===== src/rtl/sb_pkg.sv =====
// Shared sideband definitions for the RDI decoder: opcodes, message codes,
// LinkMgmt.RDI subcodes, FSM state encoding and header field helpers.
package sb_pkg;

    localparam logic [4:0] OPC_MSG_NODATA  = 5'b10010;
    localparam logic [4:0] OPC_MSG_DATA    = 5'b11011;

    localparam logic [7:0] MSGCODE_RDI_REQ = 8'h01;
    localparam logic [7:0] MSGCODE_RDI_RSP = 8'h02;

    localparam logic [7:0] SUB_ACTIVE      = 8'h01;
    localparam logic [7:0] SUB_PMNAK       = 8'h02;
    localparam logic [7:0] SUB_L1          = 8'h04;
    localparam logic [7:0] SUB_L2          = 8'h08;
    localparam logic [7:0] SUB_LINKRESET   = 8'h09;
    localparam logic [7:0] SUB_LINKERROR   = 8'h0A;
    localparam logic [7:0] SUB_RETRAIN     = 8'h0B;
    localparam logic [7:0] SUB_DISABLE     = 8'h0C;

    typedef enum logic [2:0] {
        ST_IDLE       = 3'd0,
        ST_FETCH_DATA = 3'd1,
        ST_HDR_PH0    = 3'd2,
        ST_HDR_PH1    = 3'd3,
        ST_DAT_PH0    = 3'd4,
        ST_DAT_PH1    = 3'd5
    } rdi_dec_state_e;

    typedef enum logic [2:0] {
        CLS_NONE    = 3'd0,
        CLS_RDI     = 3'd1,
        CLS_NODATA  = 3'd2,
        CLS_DATA    = 3'd3,
        CLS_ILLEGAL = 3'd4
    } pkt_class_e;

    function automatic logic [4:0] hdr_opcode(input logic [63:0] word);
        return word[4:0];
    endfunction

    function automatic logic [7:0] hdr_msgcode(input logic [63:0] word);
        return word[21:14];
    endfunction

    function automatic logic [7:0] hdr_subcode(input logic [63:0] word);
        return word[39:32];
    endfunction

    // An RDI message code with a subcode missing from the table is illegal, not NODATA.
    function automatic pkt_class_e classify(input logic       empty,
                                            input logic [4:0] opcode,
                                            input logic [7:0] msgcode,
                                            input logic       lut_hit);
        pkt_class_e cls;
        if (empty) begin
            cls = CLS_NONE;
        end else if (opcode == OPC_MSG_NODATA) begin
            if ((msgcode == MSGCODE_RDI_REQ) || (msgcode == MSGCODE_RDI_RSP)) begin
                cls = lut_hit ? CLS_RDI : CLS_ILLEGAL;
            end else begin
                cls = CLS_NODATA;
            end
        end else if (opcode == OPC_MSG_DATA) begin
            cls = CLS_DATA;
        end else begin
            cls = CLS_ILLEGAL;
        end
        return cls;
    endfunction

endpackage


===== src/rtl/sb_rdi_msg_lut.sv =====
// LinkMgmt.RDI {msgcode, subcode} to RDI message number table; the inverse of
// the encoder-side mapping. Requests map to 1..7, responses to 8..15.
module sb_rdi_msg_lut
    import sb_pkg::*;
(
    input  logic [7:0] msgcode,
    input  logic [7:0] subcode,
    output logic       hit,
    output logic [3:0] msg_no
);

    // Table lookup; msg_no is 0 whenever hit is low.
    always_comb begin
        hit    = 1'b0;
        msg_no = 4'd0;
        if (msgcode == MSGCODE_RDI_REQ) begin
            case (subcode)
                SUB_ACTIVE:    begin hit = 1'b1; msg_no = 4'd1; end
                SUB_L1:        begin hit = 1'b1; msg_no = 4'd2; end
                SUB_L2:        begin hit = 1'b1; msg_no = 4'd3; end
                SUB_LINKRESET: begin hit = 1'b1; msg_no = 4'd4; end
                SUB_LINKERROR: begin hit = 1'b1; msg_no = 4'd5; end
                SUB_RETRAIN:   begin hit = 1'b1; msg_no = 4'd6; end
                SUB_DISABLE:   begin hit = 1'b1; msg_no = 4'd7; end
                default:       begin hit = 1'b0; msg_no = 4'd0; end
            endcase
        end else if (msgcode == MSGCODE_RDI_RSP) begin
            case (subcode)
                SUB_ACTIVE:    begin hit = 1'b1; msg_no = 4'd8;  end
                SUB_PMNAK:     begin hit = 1'b1; msg_no = 4'd9;  end
                SUB_L1:        begin hit = 1'b1; msg_no = 4'd10; end
                SUB_L2:        begin hit = 1'b1; msg_no = 4'd11; end
                SUB_LINKRESET: begin hit = 1'b1; msg_no = 4'd12; end
                SUB_LINKERROR: begin hit = 1'b1; msg_no = 4'd13; end
                SUB_RETRAIN:   begin hit = 1'b1; msg_no = 4'd14; end
                SUB_DISABLE:   begin hit = 1'b1; msg_no = 4'd15; end
                default:       begin hit = 1'b0; msg_no = 4'd0;  end
            endcase
        end else begin
            hit    = 1'b0;
            msg_no = 4'd0;
        end
    end

endmodule


===== src/rtl/sb_rdi_decoder.sv =====
// RX sideband decoder: pops FWFT FIFO words, turns RDI packets into message
// numbers, replays other packets as credit-gated pl_cfg phases, drops illegal ones.
module sb_rdi_decoder
    import sb_pkg::*;
#(
    parameter int CREDITS = 4,
    parameter int CRD_W   = 3
) (
    input  logic        i_clk,
    input  logic        i_rst,
    input  logic [63:0] i_fifo_data,
    input  logic        i_fifo_empty,
    output logic        o_fifo_read_en,
    output logic [31:0] o_pl_cfg,
    output logic        o_pl_cfg_vld,
    output logic        o_rising_edge_pl_cfg_vld,
    input  logic        i_lp_cfg_crd,
    output logic [3:0]  o_msg_no,
    output logic        o_msg_valid,
    output logic        o_error
);

    localparam logic [CRD_W-1:0] CRD_MAX  = CRD_W'(CREDITS);
    localparam logic [CRD_W-1:0] CRD_ONE  = {{(CRD_W-1){1'b0}}, 1'b1};
    localparam logic [CRD_W-1:0] CRD_ZERO = {CRD_W{1'b0}};

    rdi_dec_state_e   state_r;
    rdi_dec_state_e   next_state_s;
    logic [63:0]      hdr_r;
    logic [63:0]      data_r;
    logic [63:0]      hdr_nxt_s;
    logic [63:0]      data_nxt_s;
    logic             is_data_r;
    logic [CRD_W-1:0] credit_r;
    logic             credit_avail_s;
    logic             crd_inc_s;
    logic [4:0]       opcode_s;
    logic [7:0]       msgcode_s;
    logic [7:0]       subcode_s;
    logic             lut_hit_s;
    logic [3:0]       lut_msg_s;
    pkt_class_e       pkt_class_s;
    logic             hdr_pop_s;
    logic             data_pop_s;
    logic             msg_pop_s;
    logic             err_pop_s;
    logic [31:0]      cfg_s;
    logic             vld_s;
    logic             rise_s;

    assign opcode_s       = hdr_opcode(i_fifo_data);
    assign msgcode_s      = hdr_msgcode(i_fifo_data);
    assign subcode_s      = hdr_subcode(i_fifo_data);
    assign pkt_class_s    = classify(i_fifo_empty, opcode_s, msgcode_s, lut_hit_s);
    assign credit_avail_s = (credit_r != CRD_ZERO);
    assign o_fifo_read_en = hdr_pop_s | data_pop_s | msg_pop_s | err_pop_s;

    sb_rdi_msg_lut u_msg_lut (
        .msgcode (msgcode_s),
        .subcode (subcode_s),
        .hit     (lut_hit_s),
        .msg_no  (lut_msg_s)
    );

    // FSM state register.
    always_ff @(posedge i_clk or posedge i_rst) begin
        if (i_rst) begin
            state_r <= ST_IDLE;
        end else begin
            state_r <= next_state_s;
        end
    end

    // Next-state and pop decisions; every pop is qualified by a non-empty FIFO.
    always_comb begin
        next_state_s = state_r;
        hdr_pop_s    = 1'b0;
        data_pop_s   = 1'b0;
        msg_pop_s    = 1'b0;
        err_pop_s    = 1'b0;
        case (state_r)
            ST_IDLE: begin
                case (pkt_class_s)
                    CLS_RDI:     msg_pop_s = 1'b1;
                    CLS_ILLEGAL: err_pop_s = 1'b1;
                    CLS_NODATA: begin
                        if (credit_avail_s) begin
                            hdr_pop_s    = 1'b1;
                            next_state_s = ST_HDR_PH0;
                        end else begin
                            next_state_s = ST_IDLE;
                        end
                    end
                    CLS_DATA: begin
                        if (credit_avail_s) begin
                            hdr_pop_s    = 1'b1;
                            next_state_s = ST_FETCH_DATA;
                        end else begin
                            next_state_s = ST_IDLE;
                        end
                    end
                    default: next_state_s = ST_IDLE;
                endcase
            end
            ST_FETCH_DATA: begin
                if (!i_fifo_empty) begin
                    data_pop_s   = 1'b1;
                    next_state_s = ST_HDR_PH0;
                end else begin
                    next_state_s = ST_FETCH_DATA;
                end
            end
            ST_HDR_PH0: next_state_s = ST_HDR_PH1;
            ST_HDR_PH1: begin
                if (is_data_r) begin
                    next_state_s = ST_DAT_PH0;
                end else begin
                    next_state_s = ST_IDLE;
                end
            end
            ST_DAT_PH0: next_state_s = ST_DAT_PH1;
            ST_DAT_PH1: next_state_s = ST_IDLE;
            default:    next_state_s = ST_IDLE;
        endcase
    end

    // Outputs are registered, so decode them from the state and buffers they will hold next cycle.
    assign hdr_nxt_s  = hdr_pop_s  ? i_fifo_data : hdr_r;
    assign data_nxt_s = data_pop_s ? i_fifo_data : data_r;

    // Phase output decode for the upcoming state.
    always_comb begin
        cfg_s  = 32'd0;
        vld_s  = 1'b0;
        rise_s = 1'b0;
        case (next_state_s)
            ST_HDR_PH0: begin vld_s = 1'b1; rise_s = 1'b1; cfg_s = hdr_nxt_s[31:0];  end
            ST_HDR_PH1: begin vld_s = 1'b1; cfg_s = hdr_nxt_s[63:32]; end
            ST_DAT_PH0: begin vld_s = 1'b1; cfg_s = data_nxt_s[31:0];  end
            ST_DAT_PH1: begin vld_s = 1'b1; cfg_s = data_nxt_s[63:32]; end
            default:    begin vld_s = 1'b0; rise_s = 1'b0; cfg_s = 32'd0; end
        endcase
    end

    // Header and data word buffers.
    always_ff @(posedge i_clk or posedge i_rst) begin
        if (i_rst) begin
            hdr_r     <= 64'd0;
            data_r    <= 64'd0;
            is_data_r <= 1'b0;
        end else begin
            if (hdr_pop_s) begin
                hdr_r     <= i_fifo_data;
                is_data_r <= (pkt_class_s == CLS_DATA);
            end
            if (data_pop_s) begin
                data_r <= i_fifo_data;
            end
        end
    end

    // A return at full count is dropped unless a header pop consumes a credit in the same cycle.
    assign crd_inc_s = i_lp_cfg_crd && ((credit_r != CRD_MAX) || hdr_pop_s);

    // Adapter credit counter.
    always_ff @(posedge i_clk or posedge i_rst) begin
        if (i_rst) begin
            credit_r <= CRD_MAX;
        end else if (hdr_pop_s && !crd_inc_s) begin
            credit_r <= credit_r - CRD_ONE;
        end else if (!hdr_pop_s && crd_inc_s) begin
            credit_r <= credit_r + CRD_ONE;
        end else begin
            credit_r <= credit_r;
        end
    end

    // Registered outputs toward the adapter and the RDI FSM.
    always_ff @(posedge i_clk or posedge i_rst) begin
        if (i_rst) begin
            o_pl_cfg                 <= 32'd0;
            o_pl_cfg_vld             <= 1'b0;
            o_rising_edge_pl_cfg_vld <= 1'b0;
            o_msg_no                 <= 4'd0;
            o_msg_valid              <= 1'b0;
            o_error                  <= 1'b0;
        end else begin
            o_pl_cfg                 <= cfg_s;
            o_pl_cfg_vld             <= vld_s;
            o_rising_edge_pl_cfg_vld <= rise_s;
            o_msg_no                 <= msg_pop_s ? lut_msg_s : 4'd0;
            o_msg_valid              <= msg_pop_s;
            o_error                  <= err_pop_s;
        end
    end

endmodule


===== config.mk =====
export PLATFORM = sky130hd
export DESIGN_NAME = sb_rdi_decoder
export DESIGN_NICKNAME = d
export VERILOG_FILES = /design/src/rtl/sb_pkg.sv /design/src/rtl/sb_rdi_msg_lut.sv /design/src/rtl/sb_rdi_decoder.sv
export SDC_FILE = /design/constraint.sdc
export NUM_CORES = 1
export LEC_CHECK = 0
export ABC_AREA = 1
export CAP_MARGIN = 25
export CELL_PAD_IN_SITES_DETAIL_PLACEMENT = 1
export CELL_PAD_IN_SITES_GLOBAL_PLACEMENT = 1
export CORE_MARGIN = 2
export CORE_UTILIZATION = 37
export DETAILED_ROUTE_END_ITERATION = 6
export PLACE_DENSITY_LB_ADDON = 0.15
export SETUP_SLACK_MARGIN = 0.5
export SYNTH_ARGS = -nofsm -noshare
export SYNTH_HDL_FRONTEND = slang
export SYNTH_HIERARCHICAL = 1
export SYNTH_SLANG_ARGS = --single-unit
export TNS_END_PERCENT = 20

===== constraint.sdc =====
create_clock -name i_clk -period 5.5 [get_ports i_clk]
set_input_delay 0.825 -clock i_clk [delete_from_list [all_inputs] [get_ports i_clk]]
set_output_delay 0.825 -clock i_clk [all_outputs]
set_load 0.005 [all_outputs]

==> results_tabular.tex, run 1 <==
\begin{tabular}{lr}
\hline
Metric & Value \\
\hline
\multicolumn{2}{l}{\textbf{Run status}} \\
Result of the run & finished clean \\
\multicolumn{2}{l}{\textbf{Clocking}} \\
Clk pin slew, worst setup/hold paths & 60 ps \\
Buffer count from post-CTS setup fixing & 0 \\
Post-cts sizing count & 0 \\
Clock tree from TritonCTS & done \\
CTS Hold Bufs & 0 \\
Number of clock sinks & 175 \\
Number of CTS-inserted buffers & 17 \\
Clock network latency to the later pin of the worst-skew pair & 430 ps \\
Depth of the CTS H-tree & 4 \\
CTS Buffer Depth & 2 \\
Root buffer selected by CTS & clkbuf\_16 \\
\multicolumn{2}{l}{\textbf{Floorplan}} \\
I/O pin count & 109 \\
Die extent in x & 149 µm \\
Area of the core & 0.0209 mm² \\
Chip Height & 149 µm \\
Full die area & 0.0223 mm² \\
Starting Density & 37.5\% \\
Std-Cell Rows & 53 \\
\multicolumn{2}{l}{\textbf{Placement}} \\
Post-detail-place hpwl & 13,600 µm \\
Number of placed instances, taps included & 1,276 \\
Port bufs & 108 \\
Last weighted congestion value of the routability-driven placer & 0.726 \\
\multicolumn{2}{l}{\textbf{Global route}} \\
Total GRT Usage & 21.4\% \\
Via count of the first global-routing pass & 6,845 \\
Wire length of the first global-routing pass & 36,900 µm \\
Initial antenna violation count & 0 \\
Maximum number of pins on one net before global-route repair & 176 \\
Remaining global-route overflow & 0 \\
\multicolumn{2}{l}{\textbf{Drt}} \\
Via-per-instance ratio & 4.91 \\
Iteration-0 DRC Markers & 309 \\
Average routed wire per standard cell & 17.2 µm \\
Via total after detailed routing & 6,422 \\
DRC violation count after routing & 0 \\
Initial DRT Pass Iterations & 4 \\
Remaining antenna violation count after routing & 0 \\
Detailed-route wire length & 22,500 µm \\
\multicolumn{2}{l}{\textbf{Pwr}} \\
Power per unit of standard cell area & 468 mW/mm² \\
Static Leakage & 4.92 nW \\
Cell internal pwr & 0.00299 W \\
Combinational group share of total power & 30.7\% \\
VDD IR-drop max & 0.245 mV \\
Net Sw Frac & 34.1\% \\
Overall power consumption & 0.00454 W \\
Reg power frac & 42.4\% \\
Proportion of power drawn by the clock network & 26.9\% \\
Switching power of the nets & 0.00155 W \\
\multicolumn{2}{l}{\textbf{Logic synthesis}} \\
Synth top area share & 55.6\% \\
Most frequent cell after synthesis & nand2\_1 \\
Fraction of the yosys area taken by sequential cells & 56.0\% \\
Post-synth net total & 1,003 \\
Post-Synthesis Cells & 929 \\
Netlist cell types & 32 \\
Syn\_area\_per\_cell & 8.43 µm² \\
Commonest cells in the netlist & nand2\_1 (398), dfrtp\_1 (174), nand3\_1 (84) \\
Primary FF master, synth & dfrtp\_1 \\
Library cell occupying the most area in the post-synthesis netlist & dfrtp\_1 \\
Main combinational cell family by area after synthesis & simple AND/OR/NAND/NOR gates \\
Number of synthesized flops with an enable pin & 0 \\
FF+latch count, synth & 175 \\
Simple-Gate Fraction of Synth Area & 30.3\% \\
Total number of yosys warnings & 6 \\
Synthesized-area fraction occupied by ao, oa, aoi and oai cells & 5.20\% \\
Post-synthesis share of cell area spent on xor and xnor gates & 0.112\% \\
Netlist area before placement & 0.00783 mm² \\
Fraction of the mapped netlist area in adder cells & 1.05\% \\
Proportion of synthesized area in mux cells & 0\% \\
Ranking of synthesized cells by area & dfrtp\_1 (56\%), nand2\_1 (19\%), nand3\_1 (5.4\%) \\
Fraction of registers with async set/reset & 100\% \\
\multicolumn{2}{l}{\textbf{Flow run}} \\
Count of max-cap constraint violations & 0 \\
\multicolumn{2}{l}{\textbf{Critical path}} \\
Cell breakdown of the critical path & clkdlybuf4s50\_1, inv\_1, ha\_1, nand3\_1, nand3\_1, nand3\_2, nand3\_1, o21a\_1, nand4\_1, nand4\_1, clkdlybuf4s50\_1 \\
Startpoint class of the critical path & input pin \\
Most numerous cell on the critical path & nand3\_1 \\
Worst Path Arrival & 3400 ps \\
Largest stage delay on the critical path & 520 ps \\
Category of the worst setup path capture point & output pin \\
Critical Path Source & i\_fifo\_data[32] \\
Startpoint of the worst-slack reg-to-reg timing path & state\_r[2]\$\_DFF\_PP0\_ \\
Cell class contributing the biggest share of worst-path delay & buffers and inverters \\
Slowest CP cell & clkdlybuf4s50\_1 \\
Crit path buf inv count & 3 \\
Worst EP required & 4680 ps \\
Worst setup path category & in -> out \\
Largest driver fanout on the critical path & 6 \\
\multicolumn{2}{l}{\textbf{Worst hold path}} \\
Worst hold path class & reg -> reg \\
Start point of the worst min-delay path & hdr\_r[1]\$\_DFF\_PP0\_ \\
\multicolumn{2}{l}{\textbf{STA}} \\
Worst slew pin tran & 1060 ps \\
Worst hold margin & 463 ps \\
RSZ-0062 raised after global routing & false \\
Final period util & 76.9\% \\
Worst-case headroom to the max-slew limit & 29.5\% \\
Number of hold-slack violations in the final timing report & 0 \\
Upper clock frequency limit & 0.236 GHz \\
Count of final max-slew check failures & 0 \\
Setup skew after layout & 15.6 ps \\
Setup violations, final & 0 \\
Clock period minus final worst setup slack & 4230 ps \\
Setup TNS Final & 0 ps \\
\multicolumn{2}{l}{\textbf{Final layout}} \\
Total number of nets in the final design & 1,094 \\
Area Overhead vs Synth & 24.0\% \\
Share of final-layout standard cells stronger than drive strength 1 & 6.01\% \\
Number of inserted diodes & 0 \\
Filler cells & 2,495 \\
Multi-input gate area in the final layout & 0.00289 mm² \\
Footprint of the flip-flops and latches & 0.00438 mm² \\
Final cell count without fillers & 1,307 \\
\hline
\end{tabular}
path summary, 6_finish.rpt:
kind                                            to  depth (start not counted)  slack, ps
setup / recovery                    o_fifo_read_en                         11       1270
hold / removal                  hdr_r[1]$_DFF_PP0_                          2        460
setup reg to reg           credit_r[2]$_DFFE_PP1P_                         12       1920
hold reg to reg                 hdr_r[1]$_DFF_PP0_                          2        460
max in group asynchronous      hdr_r[15]$_DFF_PP0_                          3       3690
min in group asynchronous   o_pl_cfg[16]$_DFF_PP0_                          3        950
metrics by stage:
| step | utilization [%] | cell area, µm² | worst slack (ps) |
|---|---|---|---|
| after floorplan | - | 7830 | 2440 |
| after global placement | 43.6 | 9110 | 1320 |
| after detailed placement | 43.6 | 9110 | 1320 |
| after CTS | 46.5 | 9700 | 1260 |
| after global routing | 46.5 | 9700 | 1000 |
| final | 46.5 | 9700 | 1270 |
layout by cell type (no fill, tap or decap), drive strengths merged:
cell type      synthesis  routed
clkinv                24      28
o22ai                  1       1
a21oi                  2       2
xor2                   1       1
buf                   32      11
inv                   61      60
bufinv                 0       2
clkinvlp               0       3
a22o                  32      32
dfrtp                174     174
nor3                   3       3
nand4                 38      38
ha                     5       5
a31oi                  1       1
clkdlybuf4s50          0     108
dfstp                  1       1
o21a                   2       2
nor2                  33      33
clkbuf                15      23
nand2                400     400
o21ai                 17      17
or2                    1       1
nand3                 85      85
fa                     1       1
sequential cells by signal, summed over array words and instances, names as in the netlist:
register	cells
hdr_r	64
o_rising_edge_pl_cfg_vld	1
is_data_r	1
o_msg_no	4
o_msg_valid	1
state_r	3
credit_r	3
o_pl_cfg	32
o_error	1
o_pl_cfg_vld	1
data_r	64
tightest hold or removal path, cell delays in order (launching register included):
cell     delay [ps]
dfrtp_1         320
inv_1            40
nand2_1          70
kinds of logic (layout without fill, tap and decap cells):
logic type                 Yosys count  after routing
DFF                                175            175
buffers and inverters              132            235
AOI/OAI and AO/OA                   55             55
xor gates and xnor gates             1              1
adders and majority gates            6              6
and+or+nand+nor                    560            560
power groups by stage:
stage | combinational, W | sequential [W] | clock [W]
floorplan | 0.000835 | 0.00192 | 0
global placement | 0.00138 | 0.00193 | 0
detailed placement | 0.00140 | 0.00195 | 0
CTS | 0.00142 | 0.00193 | 0.00126
global route | 0.00158 | 0.00197 | 0.00130
finish | 0.00139 | 0.00192 | 0.00122
layer usage:
metal	routed length (µm)	GRT usage, %	vias to the layer above
li1	-	-	3121
met3	667	3.11	17
met2	10700	35.3	102
met4	240	5.57	0
met1	10800	29.6	3182
met5	0	0	-
layout make-up:
type / instances / area share, %
clock buffers: 23 / 5.03
clock inverters: 8 / 1.10
inverters: 85 / 3.33
multi-input cells: 622 / 29.7
flip-flops and latches: 175 / 45.1
well taps: 275 / 3.55
repair buffers: 119 / 12.1
(Power assumes the default switching activity.)
==> inputs of run 2 (changes only) <==
Settings changed: CORE_UTILIZATION 37 to 41.
Clock period 5.5 ns to 4.18 ns, I/O delays scaled along.
==> run 2 against run 1 <==
Clock skew decreased by 9.7 ps. Power increased by 33%. Sequential power is 32% higher. Critical path depth unchanged. Worst hold slack got worse by 4.6 ps. Flip-flop and latch count stayed put. Utilization rose by 5.4 points. Register-to-register slack worse by 130 ps. Wire length rose by 3.8%. Highest routed layer unchanged.
==> results_tabular.tex, run 2 (synthesis gave the netlist of run 1 again) <==
\begin{tabular}{lr}
\hline
Metric & Value \\
\hline
\multicolumn{2}{l}{\textbf{Run status}} \\
Result of the run & finished clean (unchanged) \\
\multicolumn{2}{l}{\textbf{Critical path}} \\
Largest driver fanout on the critical path & 5 (was 6) \\
Worst setup path category & in -> out (unchanged) \\
Crit path buf inv count & 3 (unchanged) \\
Startpoint class of the critical path & input pin (unchanged) \\
Largest stage delay on the critical path & 570 ps (was 520 ps) \\
Cell breakdown of the critical path & clkdlybuf4s50\_1, inv\_1, nor2\_1, nand2\_1, nor2\_4, nand3\_1, nand3\_1, o21a\_1, nand4\_1, nand4\_1, clkdlybuf4s50\_1 (was clkdlybuf4s50\_1, inv\_1, ha\_1, nand3\_1, nand3\_1, nand3\_2, nand3\_1, o21a\_1, nand4\_1, nand4\_1, clkdlybuf4s50\_1) \\
Slowest CP cell & clkdlybuf4s50\_1 (unchanged) \\
Worst EP required & 3550 ps (was 4680 ps) \\
Worst Path Arrival & 2850 ps (was 3400 ps) \\
Category of the worst setup path capture point & output pin (unchanged) \\
Cell class contributing the biggest share of worst-path delay & buffers and inverters (unchanged) \\
\multicolumn{2}{l}{\textbf{STA}} \\
Setup skew after layout & 5.91 ps (was 15.6 ps) \\
Setup violations, final & 0 (unchanged) \\
Number of hold-slack violations in the final timing report & 0 (unchanged) \\
Setup TNS Final & 0 ps (unchanged) \\
Worst slew pin tran & 992 ps (was 1060 ps) \\
RSZ-0062 raised after global routing & false (unchanged) \\
Final period util & 83.1\% \\
Worst-case headroom to the max-slew limit & 33.7\% (was 29.5\%) \\
Worst hold margin & 458 ps (was 463 ps) \\
Count of final max-slew check failures & 0 (unchanged) \\
Upper clock frequency limit & 0.288 GHz \\
Clock period minus final worst setup slack & 3470 ps \\
\multicolumn{2}{l}{\textbf{Clocking}} \\
CTS Buffer Depth & 2 (unchanged) \\
Number of clock sinks & 175 (unchanged) \\
Clock tree from TritonCTS & done (unchanged) \\
Clk pin slew, worst setup/hold paths & 70 ps (was 60 ps) \\
Root buffer selected by CTS & clkbuf\_16 (unchanged) \\
Clock network latency to the later pin of the worst-skew pair & 430 ps (about the same) \\
CTS Hold Bufs & 0 (unchanged) \\
Number of CTS-inserted buffers & 17 (unchanged) \\
Depth of the CTS H-tree & 4 (unchanged) \\
\multicolumn{2}{l}{\textbf{Drt}} \\
Iteration-0 DRC Markers & 350 (was 309) \\
Via total after detailed routing & 6,654 (was 6,422) \\
Via-per-instance ratio & 5.23 (was 4.91) \\
Average routed wire per standard cell & 18.3 µm (was 17.2 µm) \\
DRC violation count after routing & 0 (unchanged) \\
Remaining antenna violation count after routing & 0 (unchanged) \\
Detailed-route wire length & 23,300 µm (was 22,500 µm) \\
Initial DRT Pass Iterations & 5 (was 4) \\
\multicolumn{2}{l}{\textbf{Placement}} \\
Port bufs & 108 (unchanged) \\
Last weighted congestion value of the routability-driven placer & 0.777 (was 0.726) \\
Cell area after placement & 0.00911 mm² (about the same) \\
Post-detail-place hpwl & 14,000 µm (was 13,600 µm) \\
\multicolumn{2}{l}{\textbf{Final layout}} \\
Regs by FF count & data\_r x64, hdr\_r x64, o\_pl\_cfg x32 (unchanged) \\
Filler cells & 2,251 (was 2,495) \\
Footprint of the flip-flops and latches & 0.00438 mm² (unchanged) \\
Area Overhead vs Synth & 24.0\% (about the same) \\
Share of final-layout standard cells stronger than drive strength 1 & 6.74\% (was 6.01\%) \\
Final non-filler cell area & 0.00970 mm² (about the same) \\
Multi-input gate area in the final layout & 0.00289 mm² (unchanged) \\
Commonest cells after routing, fill and taps aside & nand2\_1 (398), dfrtp\_1 (174), clkdlybuf4s50\_1 (105) (was nand2\_1 (398), dfrtp\_1 (174), clkdlybuf4s50\_1 (108)) \\
Total number of nets in the final design & 1,100 (was 1,094) \\
Number of inserted diodes & 0 (unchanged) \\
Leading cell type in the layout, fill and taps excluded & nand2\_1 (unchanged) \\
\multicolumn{2}{l}{\textbf{Flow run}} \\
Count of max-cap constraint violations & 0 (unchanged) \\
\multicolumn{2}{l}{\textbf{Worst hold path}} \\
Worst hold path class & reg -> reg (unchanged) \\
\multicolumn{2}{l}{\textbf{Global route}} \\
Maximum number of pins on one net before global-route repair & 76 (was 176) \\
Initial antenna violation count & 0 (unchanged) \\
Via count of the first global-routing pass & 7,259 (was 6,845) \\
Wire length of the first global-routing pass & 38,200 µm (was 36,900 µm) \\
Total GRT Usage & 24.5\% (was 21.4\%) \\
Remaining global-route overflow & 0 (unchanged) \\
\multicolumn{2}{l}{\textbf{Floorplan}} \\
Full die area & 0.0202 mm² (was 0.0223 mm²) \\
Die extent in x & 142 µm (was 149 µm) \\
Area of the core & 0.0187 mm² (was 0.0209 mm²) \\
Chip Height & 142 µm (was 149 µm) \\
Starting Density & 41.8\% (was 37.5\%) \\
Std-Cell Rows & 50 (was 53) \\
I/O pin count & 109 (unchanged) \\
\multicolumn{2}{l}{\textbf{Pwr}} \\
VDD IR-drop max & 0.346 mV (was 0.245 mV) \\
Power per unit of standard cell area & 620 mW/mm² (was 468 mW/mm²) \\
Static Leakage & 4.97 nW (was 4.92 nW) \\
\hline
\end{tabular}
-- run 2: changes by cell type in the layout (fill, tap and decap cells not counted), sizes merged --
cell | previous run | this run
buf | 11 | 17
clkbuf | 23 | 19
clkdlybuf4s50 | 108 | 105
clkinv | 28 | 29
clkinvlp | 3 | 5
dlymetal6s2s | 0 | 3
inv | 60 | 62
-- run 2: worst paths after layout --
path | from | end | slack, ps | depth (start not counted)
setup / recovery | i_fifo_data[14] | o_fifo_read_en | 710 | 11
hold / removal | hdr_r[4]$_DFF_PP0_ | hdr_r[4]$_DFF_PP0_ | 460 | 2
setup reg to reg | credit_r[0]$_DFFE_PP0P_ | o_pl_cfg[26]$_DFF_PP0_ | 1790 | 8
hold reg to reg | hdr_r[4]$_DFF_PP0_ | hdr_r[4]$_DFF_PP0_ | 460 | 2
max in group asynchronous | i_rst | hdr_r[44]$_DFF_PP0_ | 2660 | 3
min in group asynchronous | i_rst | o_pl_cfg[18]$_DFF_PP0_ | 700 | 2
-- run 2: per-layer routing --
metal | vias to the layer above | part of all wire [%] | GRT usage [%]
met3 | 23 | 3.9 | 3.94
met2 | 151 | 50 | 41.5
met4 | 0 | 1.2 | 7.32
met1 | 3340 | 45 | 32.6
met5 | - | 0 | 0
li1 | 3140 | - | -
-- run 2: layout make-up --
| cell class | count | area share [%] |
|---|---|---|
| well taps | 234 | 3.02 |
| flip-flops and latches | 175 | 45.1 |
| inverters | 85 | 3.33 |
| clock inverters | 13 | 1.43 |
| clock buffers | 19 | 4.56 |
| multi-input cells | 622 | 29.7 |
| repair buffers | 125 | 12.8 |
-- run 2: worst min-delay path, stage by stage (launching register included) --
cell and delay [ps]:
dfrtp_1 320, inv_1 30, nand2_1 70
-- run 2: what timing repair did --
item / 4_1_cts / 5_1_grt
setup buffers: 0 / 1
gates resized for setup: 0 / 3
setup endpoints to repair: 0 / 1
-- run 2: power by group --
group | internal [W] | switching [W] | total (W)
registers | 0.00233 | 0.000209 | 0.00254
clock network | 0.000899 | 0.000698 | 0.00160
logic | 0.000679 | 0.00120 | 0.00188
-- run 2: through the flow --
stage | utilization (%) | worst slack (ps) | power (W) | cells
4_1_cts | 51.8 | 518 | 0.00607 | 1272
3_5_place_dp | 48.7 | 538 | 0.00444 | 1240
2_1_floorplan | - | 1320 | 0.00362 | 929
5_1_grt | 51.9 | 581 | 0.00641 | 1273
6_report | 51.9 | 707 | 0.00601 | 1273
3_3_place_gp | 48.7 | 595 | 0.00436 | 1240
